**config.mk**
```make
export PLATFORM = sky130hd
export DESIGN_NAME = ex_muldiv_unit
export DESIGN_NICKNAME = d
export VERILOG_FILES = /design/src/rtl/ex_pkg.sv /design/src/rtl/muldiv_core.sv /design/src/rtl/ex_muldiv_unit.sv
export SDC_FILE = /design/constraint.sdc
export NUM_CORES = 1
export LEC_CHECK = 0
export CORE_UTILIZATION = 53
export CTS_BUF_LIST = sky130_fd_sc_hd__clkbuf_8
export CTS_CLUSTER_SIZE = 28
export DETAILED_ROUTE_END_ITERATION = 8
export PLACE_DENSITY = 0.77
export SYNTH_ARGS = -nofsm -noshare
export SYNTH_HDL_FRONTEND = slang
export SYNTH_SLANG_ARGS = --single-unit
```
**constraint.sdc**
```tcl
create_clock -name i_clock -period 7.3 [get_ports i_clock]
set_clock_uncertainty 0.2 [all_clocks]
set_input_delay 1.46 -clock i_clock [delete_from_list [all_inputs] [get_ports i_clock]]
set_output_delay 1.46 -clock i_clock [all_outputs]
set_load 0.005 [all_outputs]
```
**src/rtl/ex_pkg.sv**
```systemverilog
// Shared definitions for the EX-stage multiply/divide unit.
//   - op codes presented on i_EX_op (OP_NONE..OP_MTLO)
//   - FSM state encoding (ST_IDLE / ST_BUSY)
//   - forwarding select value that picks the register-file operand
package ex_pkg;

  localparam logic [3:0] OP_NONE  = 4'd0;
  localparam logic [3:0] OP_MULT  = 4'd1;
  localparam logic [3:0] OP_MULTU = 4'd2;
  localparam logic [3:0] OP_DIV   = 4'd3;
  localparam logic [3:0] OP_DIVU  = 4'd4;
  localparam logic [3:0] OP_MFHI  = 4'd5;
  localparam logic [3:0] OP_MFLO  = 4'd6;
  localparam logic [3:0] OP_MTHI  = 4'd7;
  localparam logic [3:0] OP_MTLO  = 4'd8;

  typedef enum logic {
    ST_IDLE = 1'b0,
    ST_BUSY = 1'b1
  } state_e;

  localparam int unsigned FWD_REG = 0;

endpackage

```
**src/rtl/muldiv_core.sv**
```systemverilog
// Iterative multiply/divide datapath, one bit per cycle.
//   clk_i, rst_i   : clock, synchronous active-high reset
//   start_i        : latch operands and begin (only asserted while idle)
//   flush_i        : abandon the running operation
//   is_div_i       : 1 = divide, 0 = multiply
//   is_signed_i    : two's-complement operands
//   a_i, b_i       : multiplicand/multiplier or dividend/divisor
//   done_o         : last iteration; hi_o/lo_o hold the final result this cycle
//   hi_o, lo_o     : sign-corrected result (product high/low or remainder/quotient)
module muldiv_core #(
  parameter int unsigned NB_DATA = 32
) (
  input  logic               clk_i,
  input  logic               rst_i,
  input  logic               start_i,
  input  logic               flush_i,
  input  logic               is_div_i,
  input  logic               is_signed_i,
  input  logic [NB_DATA-1:0] a_i,
  input  logic [NB_DATA-1:0] b_i,
  output logic               done_o,
  output logic [NB_DATA-1:0] hi_o,
  output logic [NB_DATA-1:0] lo_o
);

  localparam int unsigned NB_CNT = (NB_DATA > 1) ? $clog2(NB_DATA) : 1;
  localparam int unsigned NB_ACC = 2 * NB_DATA;

  logic [NB_ACC-1:0]  acc_q, acc_d;
  logic [NB_DATA-1:0] opnd_q, opnd_d;
  logic [NB_CNT-1:0]  cnt_q, cnt_d;
  logic               busy_q, busy_d;
  logic               is_div_q, is_div_d;
  logic               neg_q, neg_d;      // product / quotient negative
  logic               rneg_q, rneg_d;    // remainder negative (follows dividend)
  logic               div0_q, div0_d;

  logic               a_neg, b_neg;
  logic [NB_DATA-1:0] a_mag, b_mag;
  logic [NB_DATA:0]   mul_sum;
  logic [NB_DATA:0]   rem_sh;
  logic [NB_DATA:0]   div_diff;
  logic               div_ge;
  logic [NB_ACC-1:0]  step;
  logic [NB_ACC-1:0]  prod;
  logic [NB_DATA-1:0] quo, rem;

  assign a_neg = is_signed_i & a_i[NB_DATA-1];
  assign b_neg = is_signed_i & b_i[NB_DATA-1];
  assign a_mag = a_neg ? (~a_i + NB_DATA'(1)) : a_i;
  assign b_mag = b_neg ? (~b_i + NB_DATA'(1)) : b_i;

  // One iteration of the selected algorithm on the current accumulator.
  always_comb begin
    // Multiply: add multiplicand into upper half when LSB of multiplier is set, shift right.
    mul_sum  = acc_q[0] ? ({1'b0, acc_q[NB_ACC-1:NB_DATA]} + {1'b0, opnd_q})
                        : {1'b0, acc_q[NB_ACC-1:NB_DATA]};
    // Divide: shift next dividend bit into the partial remainder and trial-subtract.
    rem_sh   = acc_q[NB_ACC-1:NB_DATA-1];
    div_diff = rem_sh - {1'b0, opnd_q};
    div_ge   = (rem_sh >= {1'b0, opnd_q});
    if (is_div_q) begin
      step = {(div_ge ? div_diff[NB_DATA-1:0] : rem_sh[NB_DATA-1:0]),
              acc_q[NB_DATA-2:0], div_ge};
    end else begin
      step = {mul_sum, acc_q[NB_DATA-1:1]};
    end
  end

  // Sign fix-up applied to the final iteration's result.
  always_comb begin
    prod = neg_q ? (~step + NB_ACC'(1)) : step;
    quo  = step[NB_DATA-1:0];
    rem  = step[NB_ACC-1:NB_DATA];
    if (is_div_q) begin
      // Divide by zero leaves the dividend in the remainder naturally; force quotient to all ones.
      lo_o = div0_q ? '1 : (neg_q ? (~quo + NB_DATA'(1)) : quo);
      hi_o = rneg_q ? (~rem + NB_DATA'(1)) : rem;
    end else begin
      lo_o = prod[NB_DATA-1:0];
      hi_o = prod[NB_ACC-1:NB_DATA];
    end
  end

  assign done_o = busy_q & (cnt_q == '0);

  always_comb begin
    acc_d    = acc_q;
    opnd_d   = opnd_q;
    cnt_d    = cnt_q;
    busy_d   = busy_q;
    is_div_d = is_div_q;
    neg_d    = neg_q;
    rneg_d   = rneg_q;
    div0_d   = div0_q;
    if (flush_i) begin
      busy_d = 1'b0;
      cnt_d  = '0;
    end else if (start_i) begin
      acc_d    = {{NB_DATA{1'b0}}, (is_div_i ? a_mag : b_mag)};
      opnd_d   = is_div_i ? b_mag : a_mag;
      cnt_d    = NB_CNT'(NB_DATA - 1);
      busy_d   = 1'b1;
      is_div_d = is_div_i;
      neg_d    = a_neg ^ b_neg;
      rneg_d   = a_neg;
      div0_d   = is_div_i & (b_i == '0);
    end else if (busy_q) begin
      acc_d = step;
      if (cnt_q == '0) begin
        busy_d = 1'b0;
      end else begin
        cnt_d = cnt_q - NB_CNT'(1);
      end
    end
  end

  always_ff @(posedge clk_i) begin
    if (rst_i) begin
      acc_q    <= '0;
      opnd_q   <= '0;
      cnt_q    <= '0;
      busy_q   <= 1'b0;
      is_div_q <= 1'b0;
      neg_q    <= 1'b0;
      rneg_q   <= 1'b0;
      div0_q   <= 1'b0;
    end else begin
      acc_q    <= acc_d;
      opnd_q   <= opnd_d;
      cnt_q    <= cnt_d;
      busy_q   <= busy_d;
      is_div_q <= is_div_d;
      neg_q    <= neg_d;
      rneg_q   <= rneg_d;
      div0_q   <= div0_d;
    end
  end

endmodule

```
**src/rtl/ex_muldiv_unit.sv**
```systemverilog
// EX-stage multi-cycle unit: MULT/MULTU/DIV/DIVU plus HI/LO moves.
//   i_clock, i_reset            : clock, synchronous active-high reset
//   i_EX_valid, i_EX_op         : instruction presented in EX
//   i_EX_data_a/b               : register-file operands
//   i_EX_fwd_data, i_EX_fwd_a/b : packed forwarding channels and per-operand selects
//   i_EX_flush                  : abort in-flight op, drop same-cycle writes/accepts
//   o_EX_result(_valid)         : MFHI/MFLO readout
//   o_EX_stall, o_EX_busy       : hazard hold request, iteration in progress
//   o_EX_hi, o_EX_lo            : architectural HI/LO
module ex_muldiv_unit #(
  parameter int unsigned NB_DATA = 32,
  parameter int unsigned N_FWD   = 2,
  parameter int unsigned NB_SEL  = 2,
  parameter int unsigned NB_OP   = 4
) (
  input  logic                     i_clock,
  input  logic                     i_reset,
  input  logic                     i_EX_valid,
  input  logic [NB_OP-1:0]         i_EX_op,
  input  logic [NB_DATA-1:0]       i_EX_data_a,
  input  logic [NB_DATA-1:0]       i_EX_data_b,
  input  logic [N_FWD*NB_DATA-1:0] i_EX_fwd_data,
  input  logic [NB_SEL-1:0]        i_EX_fwd_a,
  input  logic [NB_SEL-1:0]        i_EX_fwd_b,
  input  logic                     i_EX_flush,
  output logic [NB_DATA-1:0]       o_EX_result,
  output logic                     o_EX_result_valid,
  output logic                     o_EX_stall,
  output logic                     o_EX_busy,
  output logic [NB_DATA-1:0]       o_EX_hi,
  output logic [NB_DATA-1:0]       o_EX_lo
);

  import ex_pkg::*;

  state_e             state_q, state_d;
  logic [NB_DATA-1:0] hi_q, hi_d;
  logic [NB_DATA-1:0] lo_q, lo_d;

  logic [NB_DATA-1:0] fwd_ch [N_FWD];
  logic [NB_DATA-1:0] opnd_a, opnd_b;

  logic is_mult, is_multu, is_div, is_divu, is_mfhi, is_mflo, is_mthi, is_mtlo;
  logic is_md, is_none, idle, accept, serviced;
  logic core_done;
  logic [NB_DATA-1:0] core_hi, core_lo;

  // Unpack forwarding channels.
  for (genvar k = 0; k < N_FWD; k++) begin : g_fwd
    assign fwd_ch[k] = i_EX_fwd_data[k*NB_DATA +: NB_DATA];
  end

  // Select k in 1..N_FWD picks channel k-1; FWD_REG and out-of-range selects keep the register.
  always_comb begin
    opnd_a = i_EX_data_a;
    opnd_b = i_EX_data_b;
    for (int k = 1; k <= int'(N_FWD); k++) begin
      if (i_EX_fwd_a == NB_SEL'(k)) opnd_a = fwd_ch[k-1];
      if (i_EX_fwd_b == NB_SEL'(k)) opnd_b = fwd_ch[k-1];
    end
  end

  // Invalid instructions decode as OP_NONE.
  assign is_mult  = i_EX_valid & (i_EX_op == NB_OP'(OP_MULT));
  assign is_multu = i_EX_valid & (i_EX_op == NB_OP'(OP_MULTU));
  assign is_div   = i_EX_valid & (i_EX_op == NB_OP'(OP_DIV));
  assign is_divu  = i_EX_valid & (i_EX_op == NB_OP'(OP_DIVU));
  assign is_mfhi  = i_EX_valid & (i_EX_op == NB_OP'(OP_MFHI));
  assign is_mflo  = i_EX_valid & (i_EX_op == NB_OP'(OP_MFLO));
  assign is_mthi  = i_EX_valid & (i_EX_op == NB_OP'(OP_MTHI));
  assign is_mtlo  = i_EX_valid & (i_EX_op == NB_OP'(OP_MTLO));
  assign is_none  = ~i_EX_valid | (i_EX_op == NB_OP'(OP_NONE));
  assign is_md    = is_mult | is_multu | is_div | is_divu;

  assign idle     = (state_q == ST_IDLE);
  assign accept   = is_md & idle & ~i_EX_flush;
  assign serviced = idle & ~i_EX_flush;

  muldiv_core #(
    .NB_DATA (NB_DATA)
  ) u_core (
    .clk_i       (i_clock),
    .rst_i       (i_reset),
    .start_i     (accept),
    .flush_i     (i_EX_flush),
    .is_div_i    (is_div | is_divu),
    .is_signed_i (is_mult | is_div),
    .a_i         (opnd_a),
    .b_i         (opnd_b),
    .done_o      (core_done),
    .hi_o        (core_hi),
    .lo_o        (core_lo)
  );

  // FSM: state register.
  always_ff @(posedge i_clock) begin
    if (i_reset) begin
      state_q <= ST_IDLE;
    end else begin
      state_q <= state_d;
    end
  end

  // FSM: next state.
  always_comb begin
    state_d = state_q;
    unique case (state_q)
      ST_IDLE: if (accept) state_d = ST_BUSY;
      ST_BUSY: if (i_EX_flush || core_done) state_d = ST_IDLE;
      default: state_d = ST_IDLE;
    endcase
  end

  // FSM: outputs. Stall only depends on op/valid and state, never on operands.
  always_comb begin
    o_EX_busy         = (state_q == ST_BUSY);
    o_EX_stall        = (state_q == ST_BUSY) & ~is_none;
    o_EX_result_valid = idle & (is_mfhi | is_mflo);
    o_EX_result       = '0;
    if (idle && is_mfhi) o_EX_result = hi_q;
    if (idle && is_mflo) o_EX_result = lo_q;
  end

  // HI/LO update: completion and MTHI/MTLO cannot coincide since moves stall while busy.
  always_comb begin
    hi_d = hi_q;
    lo_d = lo_q;
    if (core_done && !i_EX_flush) begin
      hi_d = core_hi;
      lo_d = core_lo;
    end else if (serviced) begin
      if (is_mthi) hi_d = opnd_a;
      if (is_mtlo) lo_d = opnd_a;
    end
  end

  always_ff @(posedge i_clock) begin
    if (i_reset) begin
      hi_q <= '0;
      lo_q <= '0;
    end else begin
      hi_q <= hi_d;
      lo_q <= lo_d;
    end
  end

  assign o_EX_hi = hi_q;
  assign o_EX_lo = lo_q;

endmodule

```
==> impl_metrics.py, run 1 <==
metrics = {
    "synth": {
        "synth_top_area_cell": "dfxtp_1",
        "netlist_area_mm2": 0.01800,
        "synth_top_area_share_pct": 19.02,
        "synthFlopType": "dfxtp_1",
        "ys_seq_elements": 171,
        "ys_seq_area_share_pct": 19.02,
        "synth_nets": 2710,
        "synth-edff-count": 0,
        "avgSynthCellArea_um2": 7.206,
        "synth.area.top_cells": "dfxtp_1 19%, a21oi_1 7.8%, nand2_1 5.5%",
        "synth_cell_types": 107,
        "synthCells": 2498,
        "yosysWarnings": 0,
        "ys_async_sr_fraction_pct": 0,
    },
    "global_route": {
        "grt_pass1_vias": 19782,
        "antenna_found_initial": 1,
        "grt_pass1_wl_um": 114700,
        "grt_overflow": 0,
        "grt_max_degree": 92,
        "grtUsageTotal_pct": 43.46,
    },
    "critical_path": {
        "cp-start-kind": "flip-flop",
        "reg2regPathDepth": 14,
        "worstSetupPathType": "flip-flop to flip-flop",
        "crit_required_ps": 7440,
        "worstPathCellList": "inv_1 > ha_1 > nand4_1 > nor4_1 > a211o_1 > a2111o_1 > nor4_1 > a311oi_1 > a21oi_1 > nand3_1 > o22ai_1 > a22oi_1 > xor2_1 > a211oi_2",
        "cp_max_fo": 21,
        "arrival_ps": 6010,
        "r2r_slack_ps": 1420,
        "r2r-start": "u_core.opnd_q[20]$_SDFFE_PP0P_",
        "max_stage_delay_ps": 960,
        "timing.rr.end": "o_EX_hi[29]$_SDFFE_PP0P_",
        "crit_path_frequent_cell": "nor4_1",
        "crit_path_top_delay_cell": "a311oi_1",
        "worstSetupEndpointType": "flip-flop",
    },
    "clock_tree": {
        "cts_hold_buf": 0,
        "cts_tree": "built",
        "clk_latency_ps": 500,
        "htreeDepth": 4,
        "numCtsBuffers": 17,
        "cts_max_path_buffers": 2,
        "cts_resized": 0,
        "postCtsSetupBuffers": 0,
        "cts_root_buffer": "clkbuf_8",
        "clk_pin_slew_ps": 120,
        "clkSinkCount": 171,
    },
    "power_and_ir_drop": {
        "vdd.ir_drop.worst_mv": 0.1564,
        "power.total_w": 0.002664,
        "power.leakage_nw": 7.485,
        "p_per_area_mw_per_mm2": 127.6,
    },
    "worst_hold_path": {
        "min-delay-start": "u_core.opnd_q[2]$_SDFFE_PP0P_",
        "hold-path-endpoint": "u_core.opnd_q[2]$_SDFFE_PP0P_",
        "hold-path-cell-count": 2,
        "hp-class": "flip-flop to flip-flop",
    },
    "final_layout": {
        "area_delta_synth_final_pct": 15.93,
        "drive_above_1_share_pct": 6.276,
        "multi_input_area_mm2": 0.01359,
        "regArea_mm2": 0.003427,
        "final_cell_mix": "281 x a21oi_1, 264 x nand2_1, 235 x clkdlybuf4s50_1",
        "final_common_cell": "a21oi_1",
        "fill_cells": 2992,
        "nets": 2813,
        "n_antenna_cell": 0,
    },
    "die": {
        "die-area_mm2": 0.03470,
        "die-width_um": 186.3,
        "initial_utilization_pct": 53.81,
        "num_io_pins": 239,
        "rows": 67,
        "coreArea_mm2": 0.03345,
        "die_h_um": 186.3,
    },
    "drt": {
        "route.detailed.drc": 0,
        "vias": 21407,
        "initialDrtViolationCount": 2747,
        "drt-total-wl_um": 76500,
        "viasPerCell": 6.993,
        "drt_pre_antenna_iters": 6,
        "detail-route-antenna-nets": 0,
        "avgRoutedWirePerCell_um": 24.99,
    },
    "timing": {
        "fin_tns_setup_ps": 0,
        "min_period_over_period_pct": 80.52,
        "setup_viol": 0,
        "finalHoldViolCount": 0,
        "maxSlewHeadroom_pct": -9.697,
        "rsz0062_at_grt": "false",
        "worst_pin_slew_ps": 1628,
        "drv_slew": 5,
        "final.min_clock_period_ps": 5878,
        "max_clock_freq_ghz": 0.1701,
    },
    "placed_design": {
        "portBuffers": 238,
        "gp_congestion": 1.122,
        "dp_hpwl_um": 57540,
    },
    "status": {
        "violations": "max-capacitance violations, max-slew violations",
        "status": "complete, but fails checks",
    },
    "run": {
        "drv_cap": 2,
    },
}
power breakdown:
part	internal (W)	total (W)	leakage [nW]	switching [W]
registers	0.000952	0.000979	1.38	0.0000274
logic	0.000335	0.000920	5.89	0.000585
clock network	0.000325	0.000764	0.217	0.000440
critical path, delay by kind of cell, from the launching register on:
family	cells	cell delay (ps)
AO/OA/AOI/OAI	7	2910
AND/OR/NAND/NOR	4	1190
flip-flops	1	540
adder cells (fa/ha/maj)	1	400
XOR/XNOR	1	360
buffers and inverters	1	90
kinds of logic (layout without fill, tap and decap cells):
logic type	count (synthesis)	count (layout)	synth area share, %
flops	171	171	19.02
xor+xnor	149	149	7.250
fa+ha+maj	72	72	5.088
mux	98	98	5.547
compound gates	928	928	34.93
simple gates	829	829	22.37
buf+inv	251	366	5.797
Yosys cell counts, types with 12 or more instances:
cell and instances:
a21oi_1 282, nand2_1 264, nor2_1 233, dfxtp_1 171, clkbuf_1 128, o21ai_0 123, a211oi_1 100, xnor2_1 100
mux2i_1 87, o211ai_1 76, ha_1 70, inv_1 59, nand3_1 54, nor3_1 51, xor2_1 49, a221oi_1 43
nor2b_1 43, nand4_1 35, a22o_1 33, buf_2 33, a31oi_1 31, or3_1 24, a21o_1 23, o21a_1 20
o22a_1 20, o221ai_1 19, o22ai_1 19, buf_1 17, o31ai_1 17, nand2b_1 14, o21ai_1 14, nor4_1 13
or3b_2 13, and3_1 12
layout make-up:
type | count | share of cell area [%]
clock buffer | 17 | 1.121
clock inverter | 14 | 0.9414
inverter | 63 | 1.133
multi-input combinational | 2076 | 65.10
sequential | 171 | 16.42
tap | 448 | 2.686
timing repair buffer | 272 | 12.59
sequential cells by signal, indices dropped and copies added, names as in the netlist:
name and flops:
u_core.busy_q 1, o_EX_hi 32, u_core.is_div_q 1, u_core.div0_q 1
u_core.rneg_q 1, o_EX_busy 1, u_core.acc_q 64, u_core.cnt_q 5
o_EX_lo 32, u_core.opnd_q 32, u_core.neg_q 1
stage by stage:
step           cells  utilization, %  instance area [um2]  hold slack [ps]  setup WS, ps
3_5_place_dp    3030           61.10                20440            276.1          1270
2_1_floorplan   2498               -                18000            249.2          2289
6_report        3061           62.39                20870            290.0          1422
3_3_place_gp    3030           61.10                20440            272.9          1467
4_1_cts         3061           62.39                20870            288.6          1481
5_1_grt         3061           62.39                20870            316.4          1186
per-layer routing:
metal	track usage, %	routed length, um
met2	69.85	34370
met3	11.20	8415
met4	33.11	6544
met1	49.56	27150
met5	0	13
worst max-delay path by stage:
stage	start	to	slack (ps)	cells past startpoint
6_report	u_core.opnd_q[20]$_SDFFE_PP0P_	o_EX_hi[29]$_SDFFE_PP0P_	1420	14
2_1_floorplan	u_core.is_div_q$_SDFFE_PP0P_	o_EX_hi[30]$_SDFFE_PP0P_	2290	18
3_5_place_dp	i_EX_fwd_a[0]	u_core.opnd_q[26]$_SDFFE_PP0P_	1270	13
3_3_place_gp	i_EX_fwd_a[0]	u_core.opnd_q[29]$_SDFFE_PP0P_	1470	13
5_1_grt	i_EX_fwd_a[0]	u_core.acc_q[27]$_SDFFE_PP0P_	1190	13
4_1_cts	i_EX_op[3]	o_EX_result[5]	1480	6
(Power assumes the default switching activity.)
==> inputs of run 2 (changes only) <==
--- a/config.mk
+++ b/config.mk
@@ -9,7 +9,7 @@
 export CTS_BUF_LIST = sky130_fd_sc_hd__clkbuf_8
 export CTS_CLUSTER_SIZE = 28
 export DETAILED_ROUTE_END_ITERATION = 8
-export PLACE_DENSITY = 0.77
+export PLACE_DENSITY = 0.8
 export SYNTH_ARGS = -nofsm -noshare
 export SYNTH_HDL_FRONTEND = slang
 export SYNTH_SLANG_ARGS = --single-unit
==> constraint.sdc (replaced) <==
create_clock -name i_clock -period 4.95 [get_ports i_clock]
set_clock_uncertainty 0.2 [all_clocks]
set_input_delay 0.99 -clock i_clock [delete_from_list [all_inputs] [get_ports i_clock]]
set_output_delay 0.99 -clock i_clock [all_outputs]
set_load 0.005 [all_outputs]
==> impl_metrics.py, run 2 (synthesized netlist as in run 1, its figures left out) <==
metrics = {
    "clock_tree": {
        "clkSinkCount": 171,
        "cts_tree": "built",
        "cts_root_buffer": "clkbuf_8",
        "htreeDepth": 4,
        "clk_pin_slew_ps": 130,
        "numCtsBuffers": 17,
        "cts_max_path_buffers": 2,
        "clk_latency_ps": 510,
    },
    "worst_hold_path": {
        "min-delay-start": "u_core.opnd_q[3]$_SDFFE_PP0P_",
        "hold-path-cell-count": 2,
        "hold-path-endpoint": "u_core.opnd_q[3]$_SDFFE_PP0P_",
        "hp-class": "flip-flop to flip-flop",
    },
    "final_layout": {
        "final_common_cell": "a21oi_1",
        "finalNonFillerCells": 3300,
        "final_cell_mix": "278 x a21oi_1, 270 x buf_4, 264 x nand2_1",
        "top_register": "u_core.acc_q",
        "area_delta_synth_final_pct": 26.76,
        "largest_register_ffs": 64,
        "drive_above_1_share_pct": 14.80,
        "nets": 3050,
    },
    "timing": {
        "fin_worst_hold_slack_ps": 314.2,
        "drv_slew": 0,
        "worst_pin_slew_ps": 1158,
        "min_period_over_period_pct": 99.17,
        "fin_tns_setup_ps": 0,
        "finalHoldViolCount": 0,
        "maxSlewHeadroom_pct": 21.97,
        "setup_viol": 0,
        "final.min_clock_period_ps": 4909,
        "max_clock_freq_ghz": 0.2037,
        "worst_slack_ps": 41.02,
    },
    "drt": {
        "viasPerCell": 6.817,
        "drt_pre_antenna_iters": 8,
        "detail-route-antenna-nets": 0,
        "vias": 22496,
        "initialDrtViolationCount": 2610,
        "avgRoutedWirePerCell_um": 25.16,
        "drt-total-wl_um": 83030,
        "route.detailed.drc": 0,
    },
    "critical_path": {
        "worstSetupPathType": "flip-flop to flip-flop",
        "reg2regPathDepth": 15,
        "worstSetupEndpointType": "flip-flop",
        "r2r-start": "u_core.opnd_q[19]$_SDFFE_PP0P_",
        "crit_required_ps": 5180,
        "cp-start-kind": "flip-flop",
        "timing.rr.end": "o_EX_hi[29]$_SDFFE_PP0P_",
        "arrival_ps": 5140,
        "r2r_slack_ps": 40,
        "cp_max_fo": 7,
    },
    "global_route": {
        "grt_pass1_wl_um": 123200,
        "antenna_found_initial": 4,
        "grt_max_degree": 82,
        "grt_pass1_vias": 21035,
        "grtUsageTotal_pct": 47.36,
        "grt_overflow": 0,
    },
    "status": {
        "status": "complete, no violations",
    },
    "die": {
        "initial_utilization_pct": 53.81,
        "num_io_pins": 239,
        "die-width_um": 186.3,
        "die_h_um": 186.3,
        "rows": 67,
        "die-area_mm2": 0.03470,
        "coreArea_mm2": 0.03345,
    },
    "placed_design": {
        "portBuffers": 238,
        "dp.cells": 3265,
        "dpl_worst_slack_ps": -59.56,
        "gp_congestion": 1.128,
        "dp_hpwl_um": 63810,
    },
    "power_and_ir_drop": {
        "p_per_area_mw_per_mm2": 182.5,
        "power.leakage_nw": 8.672,
        "vdd.ir_drop.worst_mv": 0.1932,
    },
    "run": {
        "drv_cap": 0,
    },
}
## run 2: cell count changes in the layout (fill, tap and decap cells not counted), moves of 4 or more
cell / previous run / this run
buf_4: 36 / 270
inv_6: 5 / 0
clkinv_8: 3 / 7
a21oi_2: 3 / 7
## run 2: critical path: stages (launching register included)
cell and delay, ps:
dfxtp_1 410, buf_4 200, ha_1 400, nand2_1 160
nor3_1 340, nand4_1 250, a311oi_1 440, nor4_1 90
o21ai_0 910, a221oi_1 250, o211ai_1 290, o41ai_1 140
a22oi_1 260, xor2_1 110, buf_4 160, a211oi_2 210
## run 2: worst max path at each step
stage                     depth (start not counted)  slack [ps]                            from                       end
final                                            15          40  u_core.opnd_q[19]$_SDFFE_PP0P_  o_EX_hi[29]$_SDFFE_PP0P_
after global routing                             19          -6  u_core.opnd_q[26]$_SDFFE_PP0P_  o_EX_hi[30]$_SDFFE_PP0P_
after CTS                                        17          30   u_core.opnd_q[0]$_SDFFE_PP0P_  o_EX_hi[31]$_SDFFE_PP0P_
after detailed placement                         19         -60  u_core.opnd_q[26]$_SDFFE_PP0P_  o_EX_hi[24]$_SDFFE_PP0P_
after global placement                           19          60  u_core.opnd_q[26]$_SDFFE_PP0P_  o_EX_hi[30]$_SDFFE_PP0P_
after floorplan                                  18          80    u_core.is_div_q$_SDFFE_PP0P_  o_EX_hi[30]$_SDFFE_PP0P_
## run 2: power breakdown
part,switching [W],internal (W),total (W)
Clock,0.000693,0.000444,0.00114
Combinational,0.000945,0.000640,0.00159
Sequential,0.0000382,0.00140,0.00144
Total,0.00168,0.00249,0.00416
## run 2: what timing repair did
item / CTS / global route
gates resized for setup: 2 / 25
hold buffers: 0 / 0
pin swaps: 0 / 1
endpoints found under the setup margin: 6 / 20
setup buffers: 0 / 2
## run 2: layout make-up
class	count	area (um2)
diodes	1	2.502
clock buffers	17	234.0
clock inverters	15	220.2
fillers	2879	10630
inverters	63	240.2
multi-input cells	2076	13680
flip-flops and latches	171	3431
well taps	448	560.5
repair buffers	509	4444
## run 2: layer usage
metal / GRT usage (%) / wire [um]
met1: 52.60 / 28990
met3: 14.49 / 9544
met2: 74.76 / 36160
met5: 0 / 21
met4: 38.98 / 8316
## run 2: metrics by stage
stage	area [um2]	util [%]	power (W)
after floorplan	18000	-	0.002331
after global placement	22230	66.45	0.002952
after CTS	22680	67.82	0.004072
after detailed placement	22230	66.45	0.002976
final	22820	68.21	0.004165
after global routing	22810	68.20	0.004272
